$ cat src/rtl/seg7_pkg.sv
// Shared definitions for the 7-segment scan driver: glyph constants,
// scan FSM state type and the hex-to-segment decoder.
package seg7_pkg;

    // All segments off (active-low bus).
    localparam logic [6:0] SEG_BLANK = 7'h7F;

    // Active-low glyphs, bit order {g,f,e,d,c,b,a}.
    localparam logic [6:0] GLYPH_0 = 7'h40;
    localparam logic [6:0] GLYPH_1 = 7'h79;
    localparam logic [6:0] GLYPH_2 = 7'h24;
    localparam logic [6:0] GLYPH_3 = 7'h30;
    localparam logic [6:0] GLYPH_4 = 7'h19;
    localparam logic [6:0] GLYPH_5 = 7'h12;
    localparam logic [6:0] GLYPH_6 = 7'h02;
    localparam logic [6:0] GLYPH_7 = 7'h78;
    localparam logic [6:0] GLYPH_8 = 7'h00;
    localparam logic [6:0] GLYPH_9 = 7'h10;
    localparam logic [6:0] GLYPH_A = 7'h08;
    localparam logic [6:0] GLYPH_B = 7'h03;
    localparam logic [6:0] GLYPH_C = 7'h46;
    localparam logic [6:0] GLYPH_D = 7'h21;
    localparam logic [6:0] GLYPH_E = 7'h06;
    localparam logic [6:0] GLYPH_F = 7'h0E;

    typedef enum logic [1:0] {
        IDLE  = 2'd0,
        GUARD = 2'd1,
        DRIVE = 2'd2
    } seg7_state_t;

    function automatic logic [6:0] hex_to_seg(input logic [3:0] hex);
        logic [6:0] glyph;
        case (hex)
            4'h0:    glyph = GLYPH_0;
            4'h1:    glyph = GLYPH_1;
            4'h2:    glyph = GLYPH_2;
            4'h3:    glyph = GLYPH_3;
            4'h4:    glyph = GLYPH_4;
            4'h5:    glyph = GLYPH_5;
            4'h6:    glyph = GLYPH_6;
            4'h7:    glyph = GLYPH_7;
            4'h8:    glyph = GLYPH_8;
            4'h9:    glyph = GLYPH_9;
            4'hA:    glyph = GLYPH_A;
            4'hB:    glyph = GLYPH_B;
            4'hC:    glyph = GLYPH_C;
            4'hD:    glyph = GLYPH_D;
            4'hE:    glyph = GLYPH_E;
            default: glyph = GLYPH_F;
        endcase
        return glyph;
    endfunction

endpackage

$ cat src/rtl/seg7_edge_sync.sv
// Two-flop synchroniser for a slow asynchronous level, followed by a
// registered rising-edge detector. The pulse is one clk wide and appears
// three clk edges after the input rises; falling edges produce nothing.
module seg7_edge_sync (
    input  logic clk,
    input  logic reset,
    input  logic din,
    output logic pulse
);

    logic sync1;
    logic sync2;
    logic sync3;

    // Synchronise, keep one delayed copy, and register the rising edge.
    always_ff @(posedge clk or posedge reset) begin
        if (reset) begin
            sync1 <= 1'b0;
            sync2 <= 1'b0;
            sync3 <= 1'b0;
            pulse <= 1'b0;
        end else begin
            sync1 <= din;
            sync2 <= sync1;
            sync3 <= sync2;
            pulse <= sync2 & ~sync3;
        end
    end

endmodule

$ cat src/rtl/seg7_scan.sv
// Multiplexed scan driver for a common-anode 7-segment display.
// Each scan tick advances to the next digit after a guard interval with all
// anodes off (anti-ghosting). Digit data is latched into shadow registers
// once per frame so a frame is never torn by input changes.
// Optional build macro SEG7_LZB_EN adds leading-zero blanking at snapshot.
//
// state | meaning
// IDLE  | no tick seen since reset, display dark
// GUARD | all anodes off for GUARD_CYCLES clk after each digit advance
// DRIVE | current digit driven until the next tick
module seg7_scan
    import seg7_pkg::*;
#(
    parameter int NUM_DIGITS   = 4,
    parameter int GUARD_CYCLES = 16
) (
    input  logic                    clk,
    input  logic                    reset,
    input  logic                    scan_clk,
    input  logic [4*NUM_DIGITS-1:0] value,
    input  logic [NUM_DIGITS-1:0]   dp,
    input  logic [NUM_DIGITS-1:0]   blank,
    output logic [NUM_DIGITS-1:0]   an,
    output logic [6:0]              seg,
    output logic                    dp_n,
    output logic                    frame_done
);

    localparam int IW = (NUM_DIGITS > 1) ? $clog2(NUM_DIGITS) : 1;
    localparam int CW = (GUARD_CYCLES > 1) ? $clog2(GUARD_CYCLES) : 1;
    localparam logic [IW-1:0] IDX_LAST   = IW'(NUM_DIGITS - 1);
    localparam logic [CW-1:0] GUARD_LOAD = CW'(GUARD_CYCLES - 1);
    localparam logic [NUM_DIGITS-1:0] DIGIT0 = NUM_DIGITS'(1);

    seg7_state_t state;
    seg7_state_t state_nxt;
    logic [IW-1:0] idx;
    logic [IW-1:0] idx_nxt;
    logic [IW-1:0] idx_inc;
    logic [CW-1:0] cnt;
    logic [CW-1:0] cnt_nxt;
    logic          tick;
    logic          snap;

    logic [3:0]            sh_val [NUM_DIGITS];
    logic [NUM_DIGITS-1:0] sh_dp;
    logic [NUM_DIGITS-1:0] sh_blank;
    logic [NUM_DIGITS-1:0] blank_cap;

    seg7_edge_sync u_scan_sync (
        .clk   (clk),
        .reset (reset),
        .din   (scan_clk),
        .pulse (tick)
    );

    // State register.
    always_ff @(posedge clk or posedge reset) begin
        if (reset) begin
            state <= IDLE;
        end else begin
            state <= state_nxt;
        end
    end

    // Next state, digit index, guard down-counter and snapshot strobe.
    // A tick during GUARD still advances the index but restarts the guard,
    // so a digit is never driven for a truncated slot.
    always_comb begin
        state_nxt = state;
        idx_nxt   = idx;
        cnt_nxt   = cnt;
        snap      = 1'b0;
        idx_inc   = (idx == IDX_LAST) ? '0 : idx + 1'b1;
        case (state)
            IDLE: begin
                if (tick) begin
                    state_nxt = GUARD;
                    idx_nxt   = '0;
                    cnt_nxt   = GUARD_LOAD;
                    snap      = 1'b1;
                end
            end
            GUARD: begin
                if (tick) begin
                    idx_nxt = idx_inc;
                    cnt_nxt = GUARD_LOAD;
                    snap    = (idx == IDX_LAST);
                end else if (cnt == '0) begin
                    state_nxt = DRIVE;
                end else begin
                    cnt_nxt = cnt - 1'b1;
                end
            end
            DRIVE: begin
                if (tick) begin
                    state_nxt = GUARD;
                    idx_nxt   = idx_inc;
                    cnt_nxt   = GUARD_LOAD;
                    snap      = (idx == IDX_LAST);
                end
            end
            default: state_nxt = IDLE;
        endcase
    end

    // Blank mask captured at snapshot; optionally extended over leading zeros.
    always_comb begin
        blank_cap = blank;
`ifdef SEG7_LZB_EN
        begin : lzb
            logic lead;
            lead = 1'b1;
            for (int d = NUM_DIGITS - 1; d > 0; d--) begin
                if (lead && (value[4*d +: 4] == 4'h0) && !dp[d]) begin
                    blank_cap[d] = 1'b1;
                end else begin
                    lead = 1'b0;
                end
            end
        end
`endif
    end

    // Index, guard counter, frame snapshot and frame_done strobe.
    always_ff @(posedge clk or posedge reset) begin
        if (reset) begin
            idx        <= '0;
            cnt        <= '0;
            sh_dp      <= '0;
            sh_blank   <= '0;
            frame_done <= 1'b0;
            for (int d = 0; d < NUM_DIGITS; d++) begin
                sh_val[d] <= 4'h0;
            end
        end else begin
            idx        <= idx_nxt;
            cnt        <= cnt_nxt;
            frame_done <= snap;
            if (snap) begin
                sh_dp    <= dp;
                sh_blank <= blank_cap;
                for (int d = 0; d < NUM_DIGITS; d++) begin
                    sh_val[d] <= value[4*d +: 4];
                end
            end
        end
    end

    // Registered display outputs derived from the current state and index.
    always_ff @(posedge clk or posedge reset) begin
        if (reset) begin
            an   <= '1;
            seg  <= SEG_BLANK;
            dp_n <= 1'b1;
        end else if (state == DRIVE) begin
            an <= ~(DIGIT0 << idx);
            if (sh_blank[idx]) begin
                seg  <= SEG_BLANK;
                dp_n <= 1'b1;
            end else begin
                seg  <= hex_to_seg(sh_val[idx]);
                dp_n <= ~sh_dp[idx];
            end
        end else begin
            an   <= '1;
            seg  <= SEG_BLANK;
            dp_n <= 1'b1;
        end
    end

endmodule

$ cat config.mk
export PLATFORM = sky130hd
export DESIGN_NAME = seg7_scan
export DESIGN_NICKNAME = d
export VERILOG_FILES = /design/src/rtl/seg7_pkg.sv /design/src/rtl/seg7_edge_sync.sv /design/src/rtl/seg7_scan.sv
export SDC_FILE = /design/constraint.sdc
export NUM_CORES = 1
export LEC_CHECK = 0
export ABC_AREA = 1
export CORE_MARGIN = 4
export CORE_UTILIZATION = 57
export CTS_BUF_LIST = sky130_fd_sc_hd__clkbuf_16
export CTS_CLUSTER_DIAMETER = 150
export DETAILED_ROUTE_END_ITERATION = 12
export PLACE_DENSITY = 0.85
export REMOVE_ABC_BUFFERS = 1
export SLEW_MARGIN = 20
export SYNTH_ARGS = -nofsm -noshare
export SYNTH_HDL_FRONTEND = slang
export SYNTH_SLANG_ARGS = --single-unit
$ cat constraint.sdc
create_clock -name clk -period 4.6 [get_ports clk]
set_clock_uncertainty 0.2 [all_clocks]
set_input_delay 0.69 -clock clk [delete_from_list [all_inputs] [get_ports clk]]
set_output_delay 0.69 -clock clk [all_outputs]
set_load 0.03 [all_outputs]
==> summary.md, run 1 <==
| Metric | Value |
|---|---|
| Drt via density | `5.09` |
| Post-CTS Resized | `0` |
| Area grow syn2layout | `22.7%` |
| Clock-pin slew on the worst setup and hold paths | `0.06 ns` |
| Detail Placement HPWL | `about 3100 um` |
| Initial core utilization | `0.596` |
| Die area | `5320 sq um` |
| Setup violators final | `0` |
| Final setup margin | `2.02 ns` |
| Post-synth top area share | `0.385` |
| CP Launch Type | `flip-flop` |
| Worst-margin pin slew | `0.887 ns` |
| Commonest cells after routing, fill and taps aside | `125 x nand2_1, 39 x clkdlybuf4s50_1, 37 x dfrtp_1` |
| Vias | `1914` |
| Cell taking the most area after synthesis | `dfrtp_1` |
| Post-Synthesis Cells | `286` |
| Post-synthesis async set-or-reset flop share | `1.00` |
| Ports | `40` |
| Share of cells above drive strength 1 | `0.101` |
| Area of the core | `4030 sq um` |
| Max cap viols | `0` |
| Syn Std Cell Area | `2400 sq um` |
| Initial drt markers | `around 150` |
| CP Max Fanout | `26` |
| TritonCTS clock tree | `yes` |
| Clock Sinks | `49` |
| Synth Warn # | `0` |
| Diode count | `0` |
| Number of synthesized flops with an enable pin | `0` |
| Syn Area/Cell | `8.40 sq um` |
| Total CTS buffers | `5` |
| Kind of critical path | `reg2reg` |
| FF+latch area | `1240 sq um` |
| CTS hold repair buffers | `0` |
| First-pass GRT wire length | `7620 um` |
| DR DRC count | `0` |
| Drt first pass iters | `4` |
| Status | `complete, no violations` |
| H-tree levels | `2` |
| Die span in y | `72.9 um` |
| Final hold vios | `0` |
| Ys flop type | `dfrtp_1` |
| Routed length per placed instance | `11.6 um` |
| Clock Tree Buf Depth | `2` |
| WP data arrival | `2.54 ns` |
| Vias in the first global route | `~1800` |
| #FFs+latches synth | `49` |
| Post-DRT Antenna Nets | `0` |
| Total Wirelength | `about 4300 um` |
| Grt ovf | `0` |
| Layout Nets | `about 370` |
| Top post-synthesis cells by area | `dfrtp_1 39%, nand2_1 20%, dfstp_2 13%, ha_1 7.8%, nand3_1 5.6%` |
| Setup slack after placement | `2.02 ns` |
| Register area share after synthesis | `0.517` |
| Most common cell after layout, fill and taps aside | `nand2_1` |
| Largest net degree at the start of global routing | `50` |
| Slew HR | `0.409` |
| F_max | `387 MHz` |
| Root buffer cell | `clkbuf_16` |
| Port Buffer Count | `39` |
| Period utilization | `0.561` |
| Routability cong. | `0.816` |
| Post-CTS setup buffer count | `0` |
| Hold Path Class | `reg2reg` |
| Multi-input gate area | `1030 sq um` |
| Critical Path End Type | `flip-flop` |
| Pwr Density | `668 nW/um^2` |
| Gr usage total | `0.183` |
| Initial antenna violation count | `0` |
| Setup TNS | `0 ns` |
| RSZ-0062 raised after global routing | `false` |
| Clock latency on the worst-skew pair | `0.28 ns` |
| Final max-slew violation count | `0` |
| Worst vdd rail ir drop | `0.300 mV` |
| Site Rows | `23` |
| Leakage | `1.45 nW` |
| WP data required | `roughly 4.6 ns` |
| Post-layout minimum cycle time | `between 2 and 3 ns` |
| Fillers | `301` |
| Die width | `72.9 um` |
| Synth unique cells | `26` |
-- worst max-delay path, cell delays in order (launching register included) --
cell,delay (ns)
dfrtp_1,0.58
ha_1,0.34
o21ai_2,0.72
inv_2,0.39
nand2_1,0.13
o21ai_0,0.08
-- state kept, by name, summed over array words and instances, names as in the netlist, 2 cells and up --
register and flops:
sh_val 16, seg 7, an 4, cnt 4
sh_blank 4, sh_dp 4, idx 2, state 2
-- power by group --
part	internal (W)	total, W	switching (W)
sequential	0.000618	0.000727	0.000109
clock	0.000195	0.000337	0.000141
combinational	0.000334	0.000903	0.000569
-- routing by layer --
metal / up-vias / GRT usage / routed length, um
met4: 0 / 0.0615 / 57
met1: 883 / 0.233 / 1940
met5: - / 0 / 0
li1: 977 / - / -
met2: 48 / 0.307 / 2070
met3: 6 / 0.0441 / 276
-- Yosys cell counts (2+ instances only) --
cell,instances
nand2_1,125
dfrtp_1,37
nand3_1,27
ha_1,15
inv_1,15
nor2_1,15
dfstp_2,12
o21ai_0,9
inv_2,5
buf_2,4
nand3_2,3
a21oi_1,2
buf_4,2
nand2_2,2
o21ai_1,2
-- layout make-up --
cell class                      instances  share of cell area
Clock buffer                            5              0.0425
Sequential cell                        49               0.421
Tap cell                               50              0.0212
Timing Repair Buffer                   39               0.132
Clock inverter                          3             0.00382
Multi-Input combinational cell        209               0.351
Inverter                               21              0.0280
-- path summary, 6_finish.rpt --
| path | from | to | slack (ns) | cells after the start |
|---|---|---|---|---|
| setup reg to reg | idx[0]$_DFFE_PP0P_ | sh_dp[1]$_DFFE_PP0P_ | 2.02 | 5 |
| min in group asynchronous | reset | u_scan_sync.sync1$_DFF_PP0_ | 0.66 | 2 |
| hold reg to reg | u_scan_sync.sync1$_DFF_PP0_ | u_scan_sync.sync2$_DFF_PP0_ | 0.15 | 0 |
| setup / recovery | idx[0]$_DFFE_PP0P_ | sh_dp[1]$_DFFE_PP0P_ | 2.02 | 5 |
| hold / removal | u_scan_sync.sync1$_DFF_PP0_ | u_scan_sync.sync2$_DFF_PP0_ | 0.15 | 0 |
| max in group asynchronous | reset | u_scan_sync.pulse$_DFF_PP0_ | 3.07 | 2 |
-- cell families (layout without fill, tap and decap cells) --
logic type                 after synthesis  count (layout)  synth area share
AOI/OAI and AO/OA                       17              17            0.0427
xor gates and xnor gates                 1               1           0.00365
adders and majority gates               15              15            0.0781
buffers and inverters                   28              68            0.0531
DFF                                     49              49             0.517
and+or+nand+nor                        176             176             0.306
-- per-stage QoR --
stage | total power (W) | cells | cell area (sq um) | hold slack [ns] | util
after global placement | 0.00160 | 368 | 2810 | 0.133 | 0.697
final | 0.00197 | 376 | 2950 | 0.151 | 0.731
after detailed placement | 0.00163 | 368 | 2810 | 0.140 | 0.697
after floorplan | 0.00139 | 279 | 2360 | 0.131 | -
after global routing | 0.00215 | 376 | 2950 | 0.154 | 0.731
after CTS | 0.00198 | 376 | 2950 | 0.154 | 0.731
No activity file was read; power rests on OpenSTA's default activity.
==> inputs of run 2 (changes only) <==
--- a/config.mk
+++ b/config.mk
@@ -7,11 +7,11 @@
 export LEC_CHECK = 0
 export ABC_AREA = 1
 export CORE_MARGIN = 4
-export CORE_UTILIZATION = 57
+export CORE_UTILIZATION = 48
 export CTS_BUF_LIST = sky130_fd_sc_hd__clkbuf_16
 export CTS_CLUSTER_DIAMETER = 150
 export DETAILED_ROUTE_END_ITERATION = 12
-export PLACE_DENSITY = 0.85
+export PLACE_DENSITY = 0.76
 export REMOVE_ABC_BUFFERS = 1
 export SLEW_MARGIN = 20
 export SYNTH_ARGS = -nofsm -noshare
==> constraint.sdc (replaced) <==
create_clock -name clk -period 2.17 [get_ports clk]
set_clock_uncertainty 0.2 [all_clocks]
set_input_delay 0.3255 -clock clk [delete_from_list [all_inputs] [get_ports clk]]
set_output_delay 0.3255 -clock clk [all_outputs]
set_load 0.03 [all_outputs]
==> run 2 against run 1 <==
Against the previous run: count of clock-buffer cells in the layout unchanged; first-iteration DRC count decreased by 37%; die area up 17%; sequential cell count unchanged; sequential share of layout area fell by 0.89 points; setup slack worse by 1.8 ns; total power rose by 120%; global-route usage is 1.7 points lower; largest power group unchanged; critical path type is now reg2out; design area increased by 2.2%.
==> summary.md, run 2 (synthesis results as in run 1) <==
| Metric | Value |
|---|---|
| Status | `complete, no violations` |
| Final max-slew violation count | `0` |
| Post-layout minimum cycle time | `1.99 ns` |
| Final Power | `0.00425 W` |
| Area grow syn2layout | `25.3%` |
| Post-CTS setup buffer count | `0` |
| Site Rows | `25` |
| Area of the core | `4790 sq um` |
| Setup violators final | `0` |
| Slew HR | `0.751` |
| Vias in the first global route | `1869` |
| Worst vdd rail ir drop | `roughly 0.58 mV` |
| Worst-path cell chain | `clkdlybuf4s50_1` |
| Clock latency on the worst-skew pair | `about 0.29 ns` |
| Most common cell after layout, fill and taps aside | `nand2_1` |
| Crit-path slowest cell | `clkdlybuf4s50_1` |
| Drt first pass iters | `4` |
| Largest net degree at the start of global routing | `50` |
| Routed length per placed instance | `roughly 12 um` |
| Worst-margin pin slew | `0.373 ns` |
| WP data required | `1.64 ns` |
| Post-CTS Resized | `0` |
| Pwr Density | `about 1400 nW/um^2` |
| Hold Path Class | `reg2reg` |
| Grt ovf | `0` |
| DR DRC count | `0` |
| Vias | `1913` |
| CTS hold repair buffers | `0` |
| Drt via density | `4.83` |
| Post-DRT Antenna Nets | `0` |
| Diode count | `0` |
| Routability cong. | `just over 0.8` |
| Worst Path Buf+Inv | `1` |
| Total Wirelength | `4560 um` |
| Setup TNS | `0 ns` |
| Register-to-register setup slack | `~0.22 ns` |
| Clock Tree Buf Depth | `2` |
| Ports | `40` |
| Max incr delay on CP | `around 0.66 ns` |
| Share of cells above drive strength 1 | `0.116` |
| Period utilization | `0.918` |
| Final hold vios | `0` |
| Root buffer cell | `clkbuf_16` |
| Die span in y | `78.7 um` |
| Port Buffer Count | `39` |
| Initial core utilization | `0.502` |
| Delay-heaviest family, CP | `buffers and inverters` |
| WP data arrival | `1.47 ns` |
| Initial drt markers | `between 90 and 100` |
| CP Launch Type | `flip-flop` |
| Initial antenna violation count | `0` |
| CP Max Fanout | `1` |
| Leakage | `between 1 and 1.5 nW` |
| RSZ-0062 raised after global routing | `false` |
| Total CTS buffers | `5` |
| Kind of critical path | `reg2out` |
| Clock-pin slew on the worst setup and hold paths | `0.06 ns` |
| Die area | `around 6200 sq um` |
| Fillers | `roughly 400` |
| Critical Path End Type | `output pin` |
| Largest register by flop count | `sh_val` |
| Die width | `roughly 80 um` |
| Largest registers | `sh_val x16, seg x7` |
| Max reg flops | `16` |
| F_max | `about 500 MHz` |
| First-pass GRT wire length | `8210 um` |
| Clock Sinks | `49` |
| Detail Placement HPWL | `3260 um` |
| Commonest cells after routing, fill and taps aside | `125 x nand2_1, 39 x clkdlybuf4s50_1, 37 x dfrtp_1` |
| Gr usage total | `0.167` |
| Max cap viols | `0` |
| H-tree levels | `2` |
| Layout Nets | `370` |
| TritonCTS clock tree | `yes` |
[run 2: changes by cell type in the layout (fill, tap and decap cells not counted), sizes merged]
cell    delta
inv        -1
clkinv     +1
buf        +3
[run 2: power by group]
part,leakage (nW),switching (W),internal [W]
Combinational,0.822,0.00124,0.000729
Clock,0.0712,0.000323,0.000423
Sequential,0.574,0.000226,0.00131
Total,1.47,0.00179,0.00246
[run 2: worst paths after layout]
path | startpoint | endpoint | depth (start not counted)
max in group asynchronous | reset | seg[0]$_DFF_PP1_ | 3
setup / recovery | an[1]$_DFF_PP1_ | an[1] | 1
setup reg to reg | idx[0]$_DFFE_PP0P_ | seg[0]$_DFF_PP1_ | 10
hold / removal | u_scan_sync.sync1$_DFF_PP0_ | u_scan_sync.sync2$_DFF_PP0_ | 0
hold reg to reg | u_scan_sync.sync1$_DFF_PP0_ | u_scan_sync.sync2$_DFF_PP0_ | 0
min in group asynchronous | reset | sh_blank[3]$_DFFE_PP0P_ | 3
[run 2: layout make-up]
class                           instances  area (sq um)  share of cell area
Clock buffer                            5           125              0.0416
Timing Repair Buffer                   42           425               0.141
Sequential cell                        49          1240               0.412
Tap cell                               67          83.8              0.0278
Clock inverter                          3          17.5             0.00582
Multi-Input combinational cell        209          1030               0.343
Inverter                               21          83.8              0.0278
[run 2: layer usage]
metal | global-route usage | routed length, um
met1 | 0.220 | 2170
met2 | 0.267 | 2050
met3 | 0.0408 | 265
met4 | 0.0612 | 71
met5 | 0 | 0
[run 2: per-stage QoR]
| step | std cells | setup slack, ns | hold WS, ns | utilization | instance area, sq um |
|---|---|---|---|---|---|
| after floorplan | 279 | 0.0349 | 0.131 | - | 2360 |
| after global placement | 388 | 0.356 | 0.136 | 0.599 | 2870 |
| after detailed placement | 388 | 0.240 | 0.145 | 0.599 | 2870 |
| after CTS | 396 | 0.166 | 0.160 | 0.628 | 3010 |
| after global routing | 396 | 0.0147 | 0.167 | 0.629 | 3010 |
| final | 396 | 0.179 | 0.159 | 0.629 | 3010 |
[run 2: worst register-to-register path, stage by stage (launching register included)]
cell and delay [ns]:
dfrtp_1 0.51, inv_4 0.13, nand2_1 0.10, nand3_1 0.08
nand2_1 0.21, inv_2 0.08, ha_1 0.23, inv_1 0.08
nand2_1 0.09, nand3_1 0.08, nand3_1 0.07
==> RTL edit 1: new RTL, flow settings as in run 1 <==
Register the output `seg` once more, without a reset; this adds one clock of latency there. The other outputs are not delayed to match.
--- a/src/rtl/seg7_scan.sv
+++ b/src/rtl/seg7_scan.sv
@@ -31,6 +31,8 @@
     localparam logic [IW-1:0] IDX_LAST   = IW'(NUM_DIGITS - 1);
     localparam logic [CW-1:0] GUARD_LOAD = CW'(GUARD_CYCLES - 1);
     localparam logic [NUM_DIGITS-1:0] DIGIT0 = NUM_DIGITS'(1);
+
+    logic [6:0] seg_s0;
 
     seg7_state_t state;
     seg7_state_t state_nxt;
@@ -151,23 +153,27 @@
     always_ff @(posedge clk or posedge reset) begin
         if (reset) begin
             an   <= '1;
-            seg  <= SEG_BLANK;
+            seg_s0 <= SEG_BLANK;
             dp_n <= 1'b1;
         end else if (state == DRIVE) begin
             an <= ~(DIGIT0 << idx);
             if (sh_blank[idx]) begin
-                seg  <= SEG_BLANK;
+                seg_s0 <= SEG_BLANK;
                 dp_n <= 1'b1;
             end else begin
-                seg  <= hex_to_seg(sh_val[idx]);
+                seg_s0 <= hex_to_seg(sh_val[idx]);
                 dp_n <= ~sh_dp[idx];
             end
         end else begin
             an   <= '1;
-            seg  <= SEG_BLANK;
+            seg_s0 <= SEG_BLANK;
             dp_n <= 1'b1;
         end
     end
 
+    always_ff @(posedge clk) begin
+        seg <= seg_s0;
+    end
+
 endmodule
 
Behaviour: same outputs for any inputs over 10 cycles, from zero or initial values and one cycle with reset high; that may be too few to reach the edited logic, so the function may still have changed.
==> RTL edit 1 against run 1 <==
  * Die area grew 8.0%
  * Largest cell class unchanged
  * Sequential cell count grew 7
  * Hold slack is essentially flat
  * First-iteration DRC count shrank 30%
  * Highest routed layer unchanged
  * Critical path type is now reg -> out
  * Worst setup slack gained 230 ps
  * Area after synthesis grew 9.1%
  * Utilization shrank 1.1 points
  * Design area grew 7.9%
  * Via count grew 4.4%
  * Count of clock-buffer cells in the layout grew 1
  * Wire length grew 12%
  * Sequential share of layout area grew 1.3 points
  * Total power grew 13%
==> RTL edit 1: results (changes against run 1) <==
Status:
- The flow ran to the end, and the final reports show no timing, DRC or antenna violations.

Routing:
- The violation count after the first detailed-route iteration was 107 (-30%).
- The overall via count from detail_route is 1999 (+4.4%).
- The count of TritonRoute iterations in the first routing pass came to 4 (unchanged).
- The post-detailed-route wirelength per cell is 12.6 µm (+8.8%).

Logic synthesis:
- Ranked by total cell area, the synthesized netlist is headed by sky130_fd_sc_hd__dfrtp_1, sky130_fd_sc_hd__nand2_1, sky130_fd_sc_hd__dfstp_2.
- The proportion of register bits with asynchronous set or reset after synthesis is 87.5% (-13 points).
- The distinct cell type count after synthesis was 31 (+19%).
- The commonest cells after synthesis are sky130_fd_sc_hd__nand2_1, sky130_fd_sc_hd__dfrtp_1, sky130_fd_sc_hd__nand3_1, sky130_fd_sc_hd__ha_1, sky130_fd_sc_hd__inv_1.
- For this run, the leading register cell type out of synthesis is sky130_fd_sc_hd__dfrtp_1.
- The number of warning messages in the yosys log is 0 (unchanged).
- The share of the yosys chip area belonging to registers is 52.7% (+1.1 points).

Critical path:
- The critical path starts at an[3]$_DFF_PP1_.
- The arrival time of the worst setup path came to 1460 ps (-1080 ps).
- On the critical path, the stage with the largest delay is an instance of sky130_fd_sc_hd__clkdlybuf4s50_1.
- The largest stage delay on the critical path is 660 ps (-60 ps).
- On the critical path the largest part of the delay comes from buffers and inverters.
- In this run the critical register-to-register path is captured at sh_val[3]$_DFFE_PP0P_.
- The count of cells along the worst register-to-register path is 7 (+2).
- The biggest fanout along the worst timing path is 1 (-96%).
- In this run the critical register-to-register path is launched from idx[1]$_DFFE_PP0P_.

Global route:
- The aggregate global-route resource usage was 18.9% (+0.57 points).
- The routing usage on met2 is 32.1% (+1.5 points).
- The global routing usage on met3 is 4.49% (+0.078 points).
- The via count of the first global-routing pass is 1915 (+6.7%).
- The met1 routing resource usage after global routing is 23.7% (+0.44 points).
- The wire length of the first global-routing pass is 8280 µm (+8.7%).

Cells and area:
- The largest registers in the layout are sh_val x16, seg x7, seg_s0 x7.
- The fraction of layout instances using a drive strength above 1 is 14.3% (+4.2 points).
- The number of nets in the layout is 377 (+2.7%).

Power:
- The peak supply drop is 0.000283 V (-5.6%).
- The leakage power figure is 1.55 nW (+6.7%).

Timing:
- The actual slew at the worst max-slew pin is 824 ps (-62.6 ps).
- The number of hold violations in the final report is 0 (unchanged).

Place:
- The worst setup timing slack at the placement stage is 2340 ps (+322 ps).
- The placed wire-length estimate is 3420 µm (+10%).
- The final RePlAce weighted congestion was 0.803 (-1.5%).
- The placed standard-cell area is 3020 µm² (+7.5%).

Worst hold path:
- The path with the worst hold slack has its endpoint at u_scan_sync.sync2$_DFF_PP0_.
- The number of instances on the worst hold path is 0 (unchanged).

CTS:
- The source-to-sink clock delay at the later pin of the worst-skew pair is 290 ps.
- The buffer type at the clock tree root is sky130_fd_sc_hd__clkbuf_16.
RTL edit 1: cells by family after synthesis:
kind of cell / share of synthesized area (%)
AO/OA/AOI/OAI: 3.63
XOR/XNOR: 0.334
adder cells (fa/ha/maj): 7.16
buffers and inverters: 5.35
flip-flops: 52.7
AND/OR/NAND/NOR: 30.8
RTL edit 1: worst max path at each step:
stage / endpoint / slack [ps] / cells after the start
finish: an[3] / 2250 / 1
global route: sh_dp[0]$_DFFE_PP0P_ / 2150 / 7
CTS: an[3] / 2230 / 1
detailed placement: sh_val[3]$_DFFE_PP0P_ / 2340 / 7
global placement: sh_val[12]$_DFFE_PP0P_ / 2460 / 7
floorplan: cnt[0]$_DFFE_PP0P_ / 2560 / 1
RTL edit 1: power breakdown:
part           total, W  internal [W]  switching (W)  leakage, nW
Sequential     0.000825      0.000703       0.000122        0.631
Clock          0.000397      0.000232       0.000165       0.0832
Combinational  0.000999      0.000368       0.000631        0.834
Total           0.00222       0.00130       0.000918         1.55
RTL edit 1: layout make-up:
type	instances	area [µm²]
multi-input combinational	211	1100
inverter	22	86.3
timing repair buffer	39	390
clock inverter	2	8.76
fill	346	1230
tap	52	65.1
sequential	56	1380
clock buffer	6	150
RTL edit 1: routing by layer:
metal,wire [µm],vias up
met5,0,-
met4,63,0
met3,325,6
met2,2340,63
met1,2150,927
li1,-,1003
RTL edit 1: metrics by stage:
stage          power [W]  cells  hold WS (ps)
2_1_floorplan    0.00155    289           131
3_3_place_gp     0.00177    380           134
3_5_place_dp     0.00182    380           138
4_1_cts          0.00223    388           153
5_1_grt          0.00241    388           166
6_report         0.00222    388           151
==> RTL edit 2: new RTL, config.mk and constraints of run 1 <==
Without the edit above. `GUARD_CYCLES`: 16 -> 8.
--- a/src/rtl/seg7_scan.sv
+++ b/src/rtl/seg7_scan.sv
@@ -12,7 +12,7 @@
     import seg7_pkg::*;
 #(
     parameter int NUM_DIGITS   = 4,
-    parameter int GUARD_CYCLES = 16
+    parameter int GUARD_CYCLES = 8
 ) (
     input  logic                    clk,
     input  logic                    reset,
Function: same outputs for any inputs over 10 cycles, from zero or initial values and one cycle with reset high; that may be too few to reach the edited logic, so the function may still have changed.
==> RTL edit 2 against run 1 <==
  * Largest power group unchanged
  * Worst setup slack improved by 230 ps
  * Wire length rose by 2.4%
  * First-iteration DRC count shrank 16%
  * Area after synthesis shrank 0.21%
  * Critical path type is now reg -> out
  * Design area down 0.42%
  * Critical path depth shrank 4
  * Cell count decreased by 2.9%
  * Sequential power is 2% lower
  * Total power is 0.39% lower
  * Critical endpoint is now an[2]
  * Non-clock buffer count grew 1
  * Sequential cell count shrank 1
==> RTL edit 2: results (changes against run 1) <==
Critical path:
- The beginning of the worst register-to-register path is state[0]$_DFFE_PP0P_.
- The biggest fanout along the worst timing path is 1 (-96%).
- In this design, the largest share of critical-path delay is due to buffers and inverters.
- The critical path starts at an[2]$_DFF_PP1_.
- The setup slack of the worst register-to-register path is 2380 ps (+360 ps).
- The critical path ends at an[2].

Global route:
- The global routing usage on met3 was 4.82% (+0.41 points).
- The via count of the first global-routing pass is 1810 (+0.84%).
- The routing usage on met2 is 31.7% (+1.0 points).
- The aggregate global-route resource usage came to 19.0% (+0.67 points).
- The met1 routing resource usage after global routing came to 24.6% (+1.3 points).
- The wire length of the first global-routing pass came to 7900 µm (+3.7%).

Power:
- The internal power is 0.00114 W (-1.1%).
- The peak supply drop is 0.000269 V (-10%).
- The leakage power figure is 1.43 nW (-1.1%).

Place:
- The final RePlAce weighted congestion is 0.857 (+5.0%).
- The placed standard-cell area was 2800 µm² (-0.49%).

Logic synthesis:
- The share of the yosys chip area belonging to registers is 50.7% (-0.94 points).
- The distinct cell type count after synthesis is 25 (-3.8%).
- The instance count of the mapped netlist is 274 (-4.2%).

Routing:
- The routed via count divided by cell count was 5.13 (+0.75%).
- The detailed route wirelength on metal3 is 305 µm (+11%).

Timing:
- The hold slack is 150 ps (-1.68 ps).
- The final period utilization is 51.2% (-4.9 points).
- The actual slew at the worst max-slew pin is 576 ps (-311 ps).

Cells and area:
- The number of fillers in the final layout is 303 (+0.66%).
- The fraction of layout instances using a drive strength above 1 was 14.3% (+4.2 points).

Status:
- The run finished with clean final reports.
## RTL edit 2: kinds of logic after synthesis
logic type / share of synthesized area [%]
and+or+nand+nor: 29.7
DFF: 50.7
AOI/OAI and AO/OA: 4.49
buffers and inverters: 5.79
adders and majority gates: 8.87
xor gates and xnor gates: 0.365
## RTL edit 2: power groups by stage
stage                     registers, W  clock network (W)  logic [W]
final                         0.000712           0.000344   0.000903
after global routing          0.000734           0.000368    0.00105
after CTS                     0.000711           0.000351   0.000903
after detailed placement      0.000717                  0   0.000894
after global placement        0.000713                  0   0.000864
after floorplan               0.000742                  0   0.000629
## RTL edit 2: layout make-up
cell class,count,area share [%]
Sequential cell,48,41.5
Multi-Input combinational cell,200,35.5
Timing Repair Buffer,40,13.6
Clock buffer,5,4.26
Inverter,19,2.60
Tap cell,50,2.13
Clock inverter,3,0.469
